File: src/rtl/fp_mul_sched_if.sv
// Request, shared-multiplier and response signals of the FP multiply scheduler.
// The scheduler uses the slave modport; the requesters, multiplier and consumer use master.
interface fp_mul_sched_if;
    logic        req0_valid;
    logic        req1_valid;
    logic [31:0] req0_op1;
    logic [31:0] req0_op2;
    logic [31:0] req1_op1;
    logic [31:0] req1_op2;
    logic        req0_ready;
    logic        req1_ready;
    logic        mul_start;
    logic [31:0] mul_op1;
    logic [31:0] mul_op2;
    logic [31:0] mul_result;
    logic        mul_done;
    logic        mul_overflow;
    logic        resp_valid;
    logic        resp_id;
    logic [31:0] resp_result;
    logic        resp_overflow;
    logic        resp_timeout;
    logic        resp_ready;

    modport master (
        output req0_valid, req1_valid, req0_op1, req0_op2, req1_op1, req1_op2,
        output mul_result, mul_done, mul_overflow, resp_ready,
        input  req0_ready, req1_ready, mul_start, mul_op1, mul_op2,
        input  resp_valid, resp_id, resp_result, resp_overflow, resp_timeout
    );

    modport slave (
        input  req0_valid, req1_valid, req0_op1, req0_op2, req1_op1, req1_op2,
        input  mul_result, mul_done, mul_overflow, resp_ready,
        output req0_ready, req1_ready, mul_start, mul_op1, mul_op2,
        output resp_valid, resp_id, resp_result, resp_overflow, resp_timeout
    );
endinterface

File: src/rtl/fp_mul_sched.sv
// Round-robin scheduler sharing one FP multiplier between two requesters,
// one operation in flight, with a WAIT-state timeout on the multiplier.
module fp_mul_sched #(
    parameter int unsigned TIMEOUT = 16
) (
    input logic          clk,
    input logic          rst,
    fp_mul_sched_if.slave bus
);
    typedef enum logic [1:0] {IDLE, ISSUE, WAIT, RESP} state_t;

    localparam logic [7:0] CNT_LAST = 8'(TIMEOUT - 1);

    state_t      state_q, state_d;
    logic        last_q, last_d;
    logic [7:0]  cnt_q, cnt_d;
    logic        mul_start_q, mul_start_d;
    logic [31:0] mul_op1_q, mul_op1_d;
    logic [31:0] mul_op2_q, mul_op2_d;
    logic        resp_valid_q, resp_valid_d;
    logic        resp_id_q, resp_id_d;
    logic [31:0] resp_result_q, resp_result_d;
    logic        resp_overflow_q, resp_overflow_d;
    logic        resp_timeout_q, resp_timeout_d;
    logic        grant0, grant1;

    // Tie goes to whichever requester was not served last; ready is held low while reset is asserted.
    always_comb begin
        grant0 = (state_q == IDLE) && !rst && bus.req0_valid && (!bus.req1_valid || last_q);
        grant1 = (state_q == IDLE) && !rst && bus.req1_valid && !grant0;
    end

    always_comb begin
        state_d         = state_q;
        last_d          = last_q;
        cnt_d           = cnt_q;
        mul_start_d     = 1'b0;
        mul_op1_d       = mul_op1_q;
        mul_op2_d       = mul_op2_q;
        resp_valid_d    = resp_valid_q;
        resp_id_d       = resp_id_q;
        resp_result_d   = resp_result_q;
        resp_overflow_d = resp_overflow_q;
        resp_timeout_d  = resp_timeout_q;
        case (state_q)
            IDLE: begin
                if (grant0 || grant1) begin
                    state_d     = ISSUE;
                    mul_start_d = 1'b1;
                    mul_op1_d   = grant1 ? bus.req1_op1 : bus.req0_op1;
                    mul_op2_d   = grant1 ? bus.req1_op2 : bus.req0_op2;
                    resp_id_d   = grant1;
                    last_d      = grant1;
                end
            end
            ISSUE: begin
                cnt_d   = 8'd0;
                state_d = WAIT;
            end
            WAIT: begin
                if (bus.mul_done) begin
                    resp_result_d   = bus.mul_result;
                    resp_overflow_d = bus.mul_overflow;
                    resp_timeout_d  = 1'b0;
                    resp_valid_d    = 1'b1;
                    state_d         = RESP;
                end else if (cnt_q == CNT_LAST) begin
                    resp_result_d   = 32'd0;
                    resp_overflow_d = 1'b0;
                    resp_timeout_d  = 1'b1;
                    resp_valid_d    = 1'b1;
                    state_d         = RESP;
                end else begin
                    cnt_d = cnt_q + 8'd1;
                end
            end
            RESP: begin
                if (bus.resp_ready) begin
                    resp_valid_d = 1'b0;
                    state_d      = IDLE;
                end
            end
            default: state_d = IDLE;
        endcase
    end

    always_ff @(posedge clk or posedge rst) begin
        if (rst) begin
            state_q         <= IDLE;
            last_q          <= 1'b1;
            cnt_q           <= 8'd0;
            mul_start_q     <= 1'b0;
            mul_op1_q       <= 32'd0;
            mul_op2_q       <= 32'd0;
            resp_valid_q    <= 1'b0;
            resp_id_q       <= 1'b0;
            resp_result_q   <= 32'd0;
            resp_overflow_q <= 1'b0;
            resp_timeout_q  <= 1'b0;
        end else begin
            state_q         <= state_d;
            last_q          <= last_d;
            cnt_q           <= cnt_d;
            mul_start_q     <= mul_start_d;
            mul_op1_q       <= mul_op1_d;
            mul_op2_q       <= mul_op2_d;
            resp_valid_q    <= resp_valid_d;
            resp_id_q       <= resp_id_d;
            resp_result_q   <= resp_result_d;
            resp_overflow_q <= resp_overflow_d;
            resp_timeout_q  <= resp_timeout_d;
        end
    end

    assign bus.req0_ready    = grant0;
    assign bus.req1_ready    = grant1;
    assign bus.mul_start     = mul_start_q;
    assign bus.mul_op1       = mul_op1_q;
    assign bus.mul_op2       = mul_op2_q;
    assign bus.resp_valid    = resp_valid_q;
    assign bus.resp_id       = resp_id_q;
    assign bus.resp_result   = resp_result_q;
    assign bus.resp_overflow = resp_overflow_q;
    assign bus.resp_timeout  = resp_timeout_q;
endmodule

File: src/flat_wrapper.sv
// flat-port wrapper written by rule: the top's interface ports become plain ports
module fp_mul_sched_flat 
#(
    parameter int unsigned TIMEOUT = 16
)
  (clk, rst, bus_req0_valid, bus_req1_valid, bus_req0_op1, bus_req0_op2, bus_req1_op1, bus_req1_op2, bus_mul_result, bus_mul_done, bus_mul_overflow, bus_resp_ready, bus_req0_ready, bus_req1_ready, bus_mul_start, bus_mul_op1, bus_mul_op2, bus_resp_valid, bus_resp_id, bus_resp_result, bus_resp_overflow, bus_resp_timeout);
  fp_mul_sched_if bus_i ();
  input logic clk;
  input logic rst;
  input wire logic [$bits(bus_i.req0_valid)-1:0] bus_req0_valid;
  input wire logic [$bits(bus_i.req1_valid)-1:0] bus_req1_valid;
  input wire logic [$bits(bus_i.req0_op1)-1:0] bus_req0_op1;
  input wire logic [$bits(bus_i.req0_op2)-1:0] bus_req0_op2;
  input wire logic [$bits(bus_i.req1_op1)-1:0] bus_req1_op1;
  input wire logic [$bits(bus_i.req1_op2)-1:0] bus_req1_op2;
  input wire logic [$bits(bus_i.mul_result)-1:0] bus_mul_result;
  input wire logic [$bits(bus_i.mul_done)-1:0] bus_mul_done;
  input wire logic [$bits(bus_i.mul_overflow)-1:0] bus_mul_overflow;
  input wire logic [$bits(bus_i.resp_ready)-1:0] bus_resp_ready;
  output wire logic [$bits(bus_i.req0_ready)-1:0] bus_req0_ready;
  output wire logic [$bits(bus_i.req1_ready)-1:0] bus_req1_ready;
  output wire logic [$bits(bus_i.mul_start)-1:0] bus_mul_start;
  output wire logic [$bits(bus_i.mul_op1)-1:0] bus_mul_op1;
  output wire logic [$bits(bus_i.mul_op2)-1:0] bus_mul_op2;
  output wire logic [$bits(bus_i.resp_valid)-1:0] bus_resp_valid;
  output wire logic [$bits(bus_i.resp_id)-1:0] bus_resp_id;
  output wire logic [$bits(bus_i.resp_result)-1:0] bus_resp_result;
  output wire logic [$bits(bus_i.resp_overflow)-1:0] bus_resp_overflow;
  output wire logic [$bits(bus_i.resp_timeout)-1:0] bus_resp_timeout;
  assign bus_i.req0_valid = bus_req0_valid;
  assign bus_i.req1_valid = bus_req1_valid;
  assign bus_i.req0_op1 = bus_req0_op1;
  assign bus_i.req0_op2 = bus_req0_op2;
  assign bus_i.req1_op1 = bus_req1_op1;
  assign bus_i.req1_op2 = bus_req1_op2;
  assign bus_i.mul_result = bus_mul_result;
  assign bus_i.mul_done = bus_mul_done;
  assign bus_i.mul_overflow = bus_mul_overflow;
  assign bus_i.resp_ready = bus_resp_ready;
  assign bus_req0_ready = bus_i.req0_ready;
  assign bus_req1_ready = bus_i.req1_ready;
  assign bus_mul_start = bus_i.mul_start;
  assign bus_mul_op1 = bus_i.mul_op1;
  assign bus_mul_op2 = bus_i.mul_op2;
  assign bus_resp_valid = bus_i.resp_valid;
  assign bus_resp_id = bus_i.resp_id;
  assign bus_resp_result = bus_i.resp_result;
  assign bus_resp_overflow = bus_i.resp_overflow;
  assign bus_resp_timeout = bus_i.resp_timeout;
  fp_mul_sched #(.TIMEOUT(TIMEOUT)) u_core (.clk(clk), .rst(rst), .bus(bus_i));
endmodule
File: config.mk
export PLATFORM = sky130hd
export DESIGN_NAME = fp_mul_sched_flat
export DESIGN_NICKNAME = d
export VERILOG_FILES = /design/src/rtl/fp_mul_sched_if.sv /design/src/rtl/fp_mul_sched.sv /design/src/flat_wrapper.sv
export SDC_FILE = /design/constraint.sdc
export NUM_CORES = 1
export LEC_CHECK = 0
export CORE_MARGIN = 4
export CORE_UTILIZATION = 25
export CTS_BUF_LIST = sky130_fd_sc_hd__clkbuf_4 sky130_fd_sc_hd__clkbuf_8
export CTS_CLUSTER_DIAMETER = 50
export DETAILED_ROUTE_END_ITERATION = 12
export HOLD_SLACK_MARGIN = 0.1
export SLEW_MARGIN = 0
export SYNTH_ARGS = -nofsm -noshare
export SYNTH_HDL_FRONTEND = slang
export SYNTH_SLANG_ARGS = --single-unit
export TNS_END_PERCENT = 5
File: constraint.sdc
create_clock -name clk -period 7.7 [get_ports clk]
set_input_delay 1.155 -clock clk [delete_from_list [all_inputs] [get_ports clk]]
set_output_delay 1.155 -clock clk [all_outputs]
set_load 0.02 [all_outputs]
==> impl_metrics.tcl, run 1 <==
set metrics [dict create \
    endpoint_kind "output pin" \
    fin_cells 926 \
    fin_nets 864 \
    synth.largest_area_cell "dfrtp_1" \
    synth_edf_count 0 \
    grt_overflow 0 \
    rows 49 \
    final_area_um2 7790 \
    postSynth.asyncResetShare_pct 100 \
    path_cells "clkdlybuf4s50_1 > nor2b_1 > o21ai_4 > inv_1 > clkdlybuf4s50_1" \
    syn2layout_area_growth_pct 65.3 \
    ios 270 \
    skew_ps 15.6 \
    hold_violations 0 \
    cpPeakStageDelay_ps 650 \
    viasPerCell 4.71 \
    ctsHoldBuffers 0 \
    synth_most_common_cell "dfrtp_1" \
    p_per_area_nw_per_um2 382 \
    cts_tree "built" \
    drc 0 \
    synth.area.top_cells "dfrtp_1, o22ai_1, o21ai_0, a22o_1, nand2_1" \
    postSynthNetCount 617 \
    cts_buffer_depth 2 \
    clk-insertion-delay-late_ps 380 \
    syn_avg_cell_area_um2 10.6 \
    layout_min_cycle_time_ps 4000 \
    die_w_um 145 \
    synthCells 445 \
    core_um2 18300 \
    start_kind "input port" \
    ys_types 37 \
    crit_slowest_cell "clkdlybuf4s50_1" \
    antenna-diode-count 0 \
    cp.required_ps 6550 \
    grtUsageTotal_pct 14.8 \
    synth_warnings 0 \
    routed_wl_um 15800 \
    wl_per_cell_um 17.1 \
    crit_top_cell "clkdlybuf4s50_1" \
    worstMarginPinSlew_ps 839 \
    finalSetupViolations 0 \
    yosys.area.top_type_share_pct 58.9 \
    maxCapViolCount 0 \
    root_buffer "clkbuf_8" \
    dieArea_um2 21100 \
    hold_class "reg2reg" \
    vdd_drop_max_v 0.000149 \
    drive_above_1_share_pct 4.59 \
    tns_ps 0 \
    yosys_most_used_dff "dfrtp_1" \
    cts.sinks 112 \
    post_cts_buffers 0 \
    floorplan.initialDensity_pct 25.8 \
    post-dp-hpwl_um 11900 \
    grt_pass1_vias 4579 \
    netlist_area_um2 4720 \
    cts_resized 0 \
    cts_max_level 3 \
    synth-seq-cells 112 \
    portBuffers 269 \
    relSlewSlack_pct 44.1 \
    vias 4362 \
    grt_max_degree 103 \
    fin_total_pwr_mw 2.97 \
    worstSetupPathType "in2out" \
    clock.fmax_mhz 250 \
    p_leak_nw 3.33 \
    drt_iter0_markers 264 \
    die_y_um 145 \
    post_dp_cell_area_um2 7570 \
    dp.cells 910 \
    ant_nets 0 \
    finalCritPeriodShare_pct 51.9 \
    cp.arrival_ps 2840 \
    path_clk_slew_ps 100 \
    fin_util_pct 42.7 \
    antenna_found_initial 0 \
    ys_seq_area_share_pct 59.5 \
    status "finished, final reports clean" \
    drtPass1Iterations 4 \
    numCtsBuffers 9 \
    finalMaxSlewViolations 0 \
    ys_top_cells_by_count "dfrtp_1, nand2_1, o21ai_0" \
    rsz0062_at_grt "no" \
    grt_pass1_wl_um 25500 \
    gp_congestion 0.776 \
    path_max_fanout 3 \
]
[per-layer routing]
metal  wire length (um)  up-vias  track usage, %
met2               8180      146            26.1
met3                857       24            3.71
met1               6410     2083            17.4
met5                  0        -               0
li1                   -     2109               -
met4                403        0            5.75
[power by group]
group	total, mW	switching [mW]	internal (mW)
Sequential	1.03	0.157	0.872
Combinational	1.55	0.813	0.739
Clock	0.393	0.204	0.189
[flip-flops by register name, indices dropped and copies added (netlist names)]
signal	cells
u_core.bus.mul_op1	32
u_core.bus.mul_op2	32
u_core.bus.resp_result	32
u_core.cnt_q	8
u_core.state_q	2
u_core.bus.mul_start	1
u_core.bus.resp_id	1
u_core.bus.resp_overflow	1
u_core.bus.resp_timeout	1
u_core.bus.resp_valid	1
u_core.last_q	1
[cells by family (layout without fill, tap and decap cells)]
logic type,count (synthesis),after routing,synth area share [%]
AOI/OAI and AO/OA,183,183,24.8
xor gates and xnor gates,1,1,0.186
adders and majority gates,5,5,1.33
buffers and inverters,48,300,4.80
DFF,112,112,59.5
muxes,2,2,0.451
and+or+nand+nor,94,94,8.99
[layout make-up]
class / instances / area, um^2
fillers: 1746 / 10500
flip-flops and latches: 112 / 2800
repair buffers: 274 / 2730
multi-input cells: 285 / 1710
well taps: 229 / 287
clock buffers: 10 / 131
clock inverters: 6 / 91.3
inverters: 10 / 40.0
[worst max-delay path, delay by kind of cell]
kind	cells	cell delay, ps
buffers and inverters	3	1270
AND/OR/NAND/NOR	1	320
AO/OA/AOI/OAI	1	100
[metrics by stage]
| step | hold slack [ps] | setup WS (ps) |
|---|---|---|
| global route | 514 | 3620 |
| finish | 485 | 3700 |
| CTS | 492 | 3670 |
| global placement | 462 | 3720 |
| detailed placement | 468 | 3660 |
| floorplan | 489 | 3590 |
[cell usage in the layout (no fill, tap or decap), types with 3 or more instances in the layout]
master	Yosys	routed
a31oi_1	4	4
dfrtp_1	111	111
o22ai_1	64	64
ha_1	5	5
nand2_1	70	70
o21ai_0	68	68
nor2b_1	4	4
clkdlybuf4s50_1	0	269
nand2b_1	4	3
o21ai_1	5	3
nor2_1	5	5
inv_1	10	9
a22o_1	35	35
buf_4	0	5
clkbuf_8	0	9
[worst paths after layout]
path                       slack [ps]                     end                   from  cells past startpoint
max reg2reg                      5220  u_core.bus.mul_op1[14]      u_core.state_q[0]                      6
max                              3700          bus_req1_ready         bus_req1_valid                      5
min reg2reg                       490   u_core.bus.mul_op2[4]  u_core.bus.mul_op2[4]                      2
max in group asynchronous        5210  u_core.bus.mul_op1[24]                    rst                      3
min in group asynchronous        1280  u_core.bus.mul_op2[14]                    rst                      2
min                               490   u_core.bus.mul_op2[4]  u_core.bus.mul_op2[4]                      2
Note: power is estimated with default switching activity, not from simulation.
==> run 2, diff against run 1 <==
==> constraint.sdc (replaced) <==
create_clock -name clk -period 3.31 [get_ports clk]
set_input_delay 0.4965 -clock clk [delete_from_list [all_inputs] [get_ports clk]]
set_output_delay 0.4965 -clock clk [all_outputs]
set_load 0.02 [all_outputs]
==> run 2 against run 1 <==
Non-clock buffer count is the same. Cell area is essentially flat. Final cell count is the same. Die area is the same. Worst hold slack gained 4.2 ps. Via count shrank 1.9%. Flip-flop and latch count is the same. Utilization is essentially flat. Sequential share of layout area is essentially flat. Largest cell class unchanged. Combinational power grew 130%. Register-to-register slack lost 4100 ps.
==> impl_metrics.tcl, run 2 (synthesized netlist as in run 1, its figures left out) <==
set metrics [dict create \
    status "finished, final reports clean" \
    dieArea_um2 21100 \
    finalMaxSlewViolations 0 \
    vdd_drop_max_v 0.000331 \
    cts_resized 0 \
    endpoint_kind "output pin" \
    grtUsageTotal_pct 14.9 \
    final_cell_mix "clkdlybuf4s50_1, dfrtp_1, nand2_1" \
    die_w_um 145 \
    numCtsBuffers 9 \
    portBuffers 269 \
    busiest_layer "met2" \
    worstSetupPathType "reg2out" \
    cts_tree "built" \
    grt_pass1_wl_um 25500 \
    rows 49 \
    p_leak_nw 3.32 \
    tns_ps 0 \
    finalSetupViolations 0 \
    cts_max_level 3 \
    skew_ps 10.1 \
    viasPerCell 4.62 \
    cts_buffer_depth 2 \
    path_clk_slew_ps 110 \
    post-dp-hpwl_um 11900 \
    syn2layout_area_growth_pct 65.1 \
    ant_nets 0 \
    whs_path_depth 2 \
    final_area_um2 7790 \
    wl_per_cell_um 17.2 \
    rsz0062_at_grt "no" \
    clock.fmax_mhz 366 \
    clk-insertion-delay-late_ps 370 \
    hold_path_end "u_core.bus.resp_id" \
    ios 270 \
    grt_overflow 0 \
    hold_class "reg2reg" \
    rr_worst_depth 7 \
    vias 4281 \
    fin_total_pwr_mw 6.78 \
    layout_min_cycle_time_ps 2730 \
    floorplan.initialDensity_pct 25.8 \
    grt_util_met3_pct 3.71 \
    grt_use_met2_pct 26.6 \
    reg2reg_from "u_core.state_q[0]" \
    relSlewSlack_pct 50.3 \
    p_per_area_nw_per_um2 871 \
    antenna_found_initial 0 \
    drive_above_1_share_pct 4.59 \
    start_kind "flip-flop" \
    drtPass1Iterations 4 \
    post_dp_cell_area_um2 7610 \
    die_y_um 145 \
    cp.required_ps 2810 \
    hold_violations 0 \
    ctsHoldBuffers 0 \
    antenna-diode-count 0 \
    cp.arrival_ps 2230 \
    r2r_slack_ps 1100 \
    worstMarginPinSlew_ps 743 \
    post_cts_buffers 0 \
    gp_congestion 0.764 \
    final_common_cell "clkdlybuf4s50_1" \
    finalCritPeriodShare_pct 82.5 \
    fin_nets 864 \
    root_buffer "clkbuf_8" \
    grt_pass1_vias 4403 \
    drc 0 \
    hold_start "u_core.bus.resp_id" \
    core_um2 18300 \
    reg2reg_to "u_core.bus.mul_op1[21]" \
    drt_iter0_markers 187 \
    grt_use_met1_pct 17.8 \
    cts.sinks 112 \
    path_max_fanout 4 \
    maxCapViolCount 0 \
    grt_max_degree 113 \
    routed_wl_um 15900 \
]
## run 2: worst max path at each step
stage | to | slack, ps | start | depth (start not counted)
after floorplan | bus_req1_ready | 1370 | u_core.state_q[0] | 7
after global placement | bus_req1_ready | 630 | bus_req1_valid | 5
after detailed placement | bus_req1_ready | 580 | bus_req1_valid | 5
after CTS | bus_req1_ready | 550 | u_core.state_q[0] | 6
after global routing | bus_req0_ready | 420 | u_core.state_q[0] | 5
final | bus_req0_ready | 580 | u_core.state_q[0] | 5
## run 2: routing by layer
| metal | vias up | part of all wire, % |
|---|---|---|
| li1 | 2110 | - |
| met1 | 2017 | 40 |
| met2 | 135 | 53 |
| met3 | 19 | 5.3 |
| met4 | 0 | 1.9 |
| met5 | - | 0 |
## run 2: layout make-up
class                           count  area [um^2]
Clock buffer                        9          124
Clock inverter                      7         53.8
Fill cell                        1779        10500
Inverter                           10         41.3
Multi-Input combinational cell    285         1710
Sequential cell                   112         2800
Tap cell                          229          287
Timing Repair Buffer              274         2770
## run 2: critical path: stages, from the launching register on
cell,delay (ps)
dfrtp_1,430
inv_1,90
ha_1,240
and2b_1,220
nor3b_1,230
clkdlybuf4s50_1,640
## run 2: report_power, final
part | switching, mW | internal [mW]
Clock | 0.501 | 0.283
Combinational | 1.87 | 1.73
Sequential | 0.363 | 2.03
Total | 2.74 | 4.04
## run 2: per-stage QoR
stage          cells  utilization, %  hold slack (ps)  worst slack (ps)
2_1_floorplan    445               -              489              1370
5_1_grt          926            42.6              514               423
3_3_place_gp     910            41.7              463               630
4_1_cts          926            42.6              495               548
6_report         926            42.6              489               579
3_5_place_dp     910            41.7              469               580
==> run 3, diff against run 2 <==
==> constraint.sdc (replaced) <==
create_clock -name clk -period 2.8 [get_ports clk]
set_input_delay 0.42 -clock clk [delete_from_list [all_inputs] [get_ports clk]]
set_output_delay 0.42 -clock clk [all_outputs]
set_load 0.02 [all_outputs]
==> run 3 against run 2 <==
Setup slack worse by 450 ps. Critical path type unchanged. Cell area rose by 0.43%. First-iteration DRC count shrank 17%. Largest power group unchanged. Clock power grew 19%. Flip-flop and latch count did not move. Total power rose by 19%. Largest cell class unchanged.
==> impl_metrics.tcl, run 3 (synthesized netlist as in run 1, its figures left out) <==
set metrics [dict create \
    final_common_cell "clkdlybuf4s50_1" \
    path_clk_slew_ps 110 \
    layout_min_cycle_time_ps 2670 \
    rsz0062_at_grt "no" \
    path_max_fanout 4 \
    viasPerCell 4.67 \
    drt_iter0_markers 155 \
    grtUsageTotal_pct 14.9 \
    grt_max_degree 97 \
    die_y_um 145 \
    vias 4337 \
    portBuffers 269 \
    final_area_um2 7820 \
    dp.cells 913 \
    path_cells "inv_1 > ha_1 > and3b_1 > o21ai_4 > inv_1 > clkdlybuf4s50_1" \
    dieArea_um2 21100 \
    ant_nets 0 \
    worstSetupPathType "reg2out" \
    crit_slowest_cell "clkdlybuf4s50_1" \
    status "finished, final reports clean" \
    ios 270 \
    numCtsBuffers 9 \
    finalSetupViolations 0 \
    p_leak_nw 3.36 \
    hold_class "reg2reg" \
    skew_ps 15.2 \
    wl_per_cell_um 17.2 \
    post_cts_buffers 0 \
    cts_tree "built" \
    tns_ps 0 \
    n_fill_cell 1793 \
    critPathTopFamily "buffers and inverters" \
    antenna-diode-count 0 \
    finalMaxSlewViolations 0 \
    crit_buf_inv 3 \
    cpPeakStageDelay_ps 670 \
    drtPass1Iterations 4 \
    final_cell_mix "clkdlybuf4s50_1, dfrtp_1, nand2_1" \
    post-dp-hpwl_um 12300 \
    fin_ws_ps 132 \
    syn2layout_area_growth_pct 65.9 \
    routed_wl_um 16000 \
    cp.required_ps 2380 \
    vdd_drop_max_v 0.000385 \
    cts_resized 0 \
    p_per_area_nw_per_um2 1030 \
    cts_buffer_depth 2 \
    cp.arrival_ps 2250 \
    core_um2 18300 \
    crit_top_cell "inv_1" \
    hold_violations 0 \
    endpoint_kind "output pin" \
    drc 0 \
    fin_cells 929 \
    pre_cts_ws_ps 232 \
    ctsHoldBuffers 0 \
    root_buffer "clkbuf_8" \
    finalCritPeriodShare_pct 95.3 \
    rows 49 \
    relSlewSlack_pct 43.2 \
    floorplan.initialDensity_pct 25.8 \
    fin_nets 867 \
    maxCapViolCount 0 \
    cts_max_level 3 \
    post_dp_cell_area_um2 7630 \
    die_w_um 145 \
    start_kind "flip-flop" \
    hold_slack_ps 484 \
    grt_pass1_vias 4575 \
    clk-insertion-delay-late_ps 380 \
    clock.fmax_mhz 375 \
    worstMarginPinSlew_ps 851 \
    antenna_found_initial 0 \
    grt_overflow 0 \
    gp_congestion 0.772 \
    cts.sinks 112 \
    drive_above_1_share_pct 5.00 \
    grt_pass1_wl_um 25400 \
]
## run 3: cell types whose count changed in the layout (fill, tap and decap cells not counted)
cell / delta
dlymetal6s2s_1: +1
clkinvlp_4: -2
clkinv_2: -1
buf_4: +3
inv_8: +1
inv_6: -1
clkinv_4: +3
clkdlybuf4s50_1: -1
## run 3: area by class of cell
type	instances	area [um^2]	share of cell area, %
Multi-Input combinational cell	285	1710	21.9
Tap cell	229	287	3.66
Inverter	10	41.3	0.528
Sequential cell	112	2800	35.9
Clock buffer	9	124	1.58
Timing Repair Buffer	277	2790	35.7
Clock inverter	7	62.6	0.800
## run 3: worst reg2reg max path: stages, from the launching register on
cell and delay (ps):
dfrtp_1 420, ha_1 240, and3_1 280, a21oi_4 310, nand2b_4 460, a22o_1 220
## run 3: path summary, 6_finish.rpt
check	from	to	slack, ps	cells past startpoint
max reg2reg	u_core.cnt_q[0]	u_core.bus.resp_result[11]	810	5
max in group asynchronous	rst	u_core.bus.mul_op1[15]	1490	3
min in group asynchronous	rst	u_core.bus.mul_op2[9]	630	3
min reg2reg	u_core.bus.mul_op2[26]	u_core.bus.mul_op2[26]	480	2
max	u_core.state_q[1]	bus_req1_ready	130	6
min	u_core.bus.mul_op2[26]	u_core.bus.mul_op2[26]	480	2
## run 3: per-layer routing
layer	vias to the layer above	part of all wire, %	global-route usage [%]
met3	23	5.4	3.61
li1	2112	-	-
met2	148	52	27.1
met4	0	2.5	5.03
met1	2054	40	17.1
met5	-	0	0
## run 3: metrics by stage
step	util [%]	total power [mW]
floorplan	-	5.04
global placement	41.8	7.13
detailed placement	41.8	7.24
CTS	42.8	8.20
global route	42.8	8.61
finish	42.8	8.06
## run 3: power by group
group	total, mW	leakage (nW)	internal, mW	switching, mW
Clock	0.933	0.0976	0.344	0.589
Sequential	2.81	1.39	2.40	0.418
Combinational	4.32	1.88	2.06	2.25
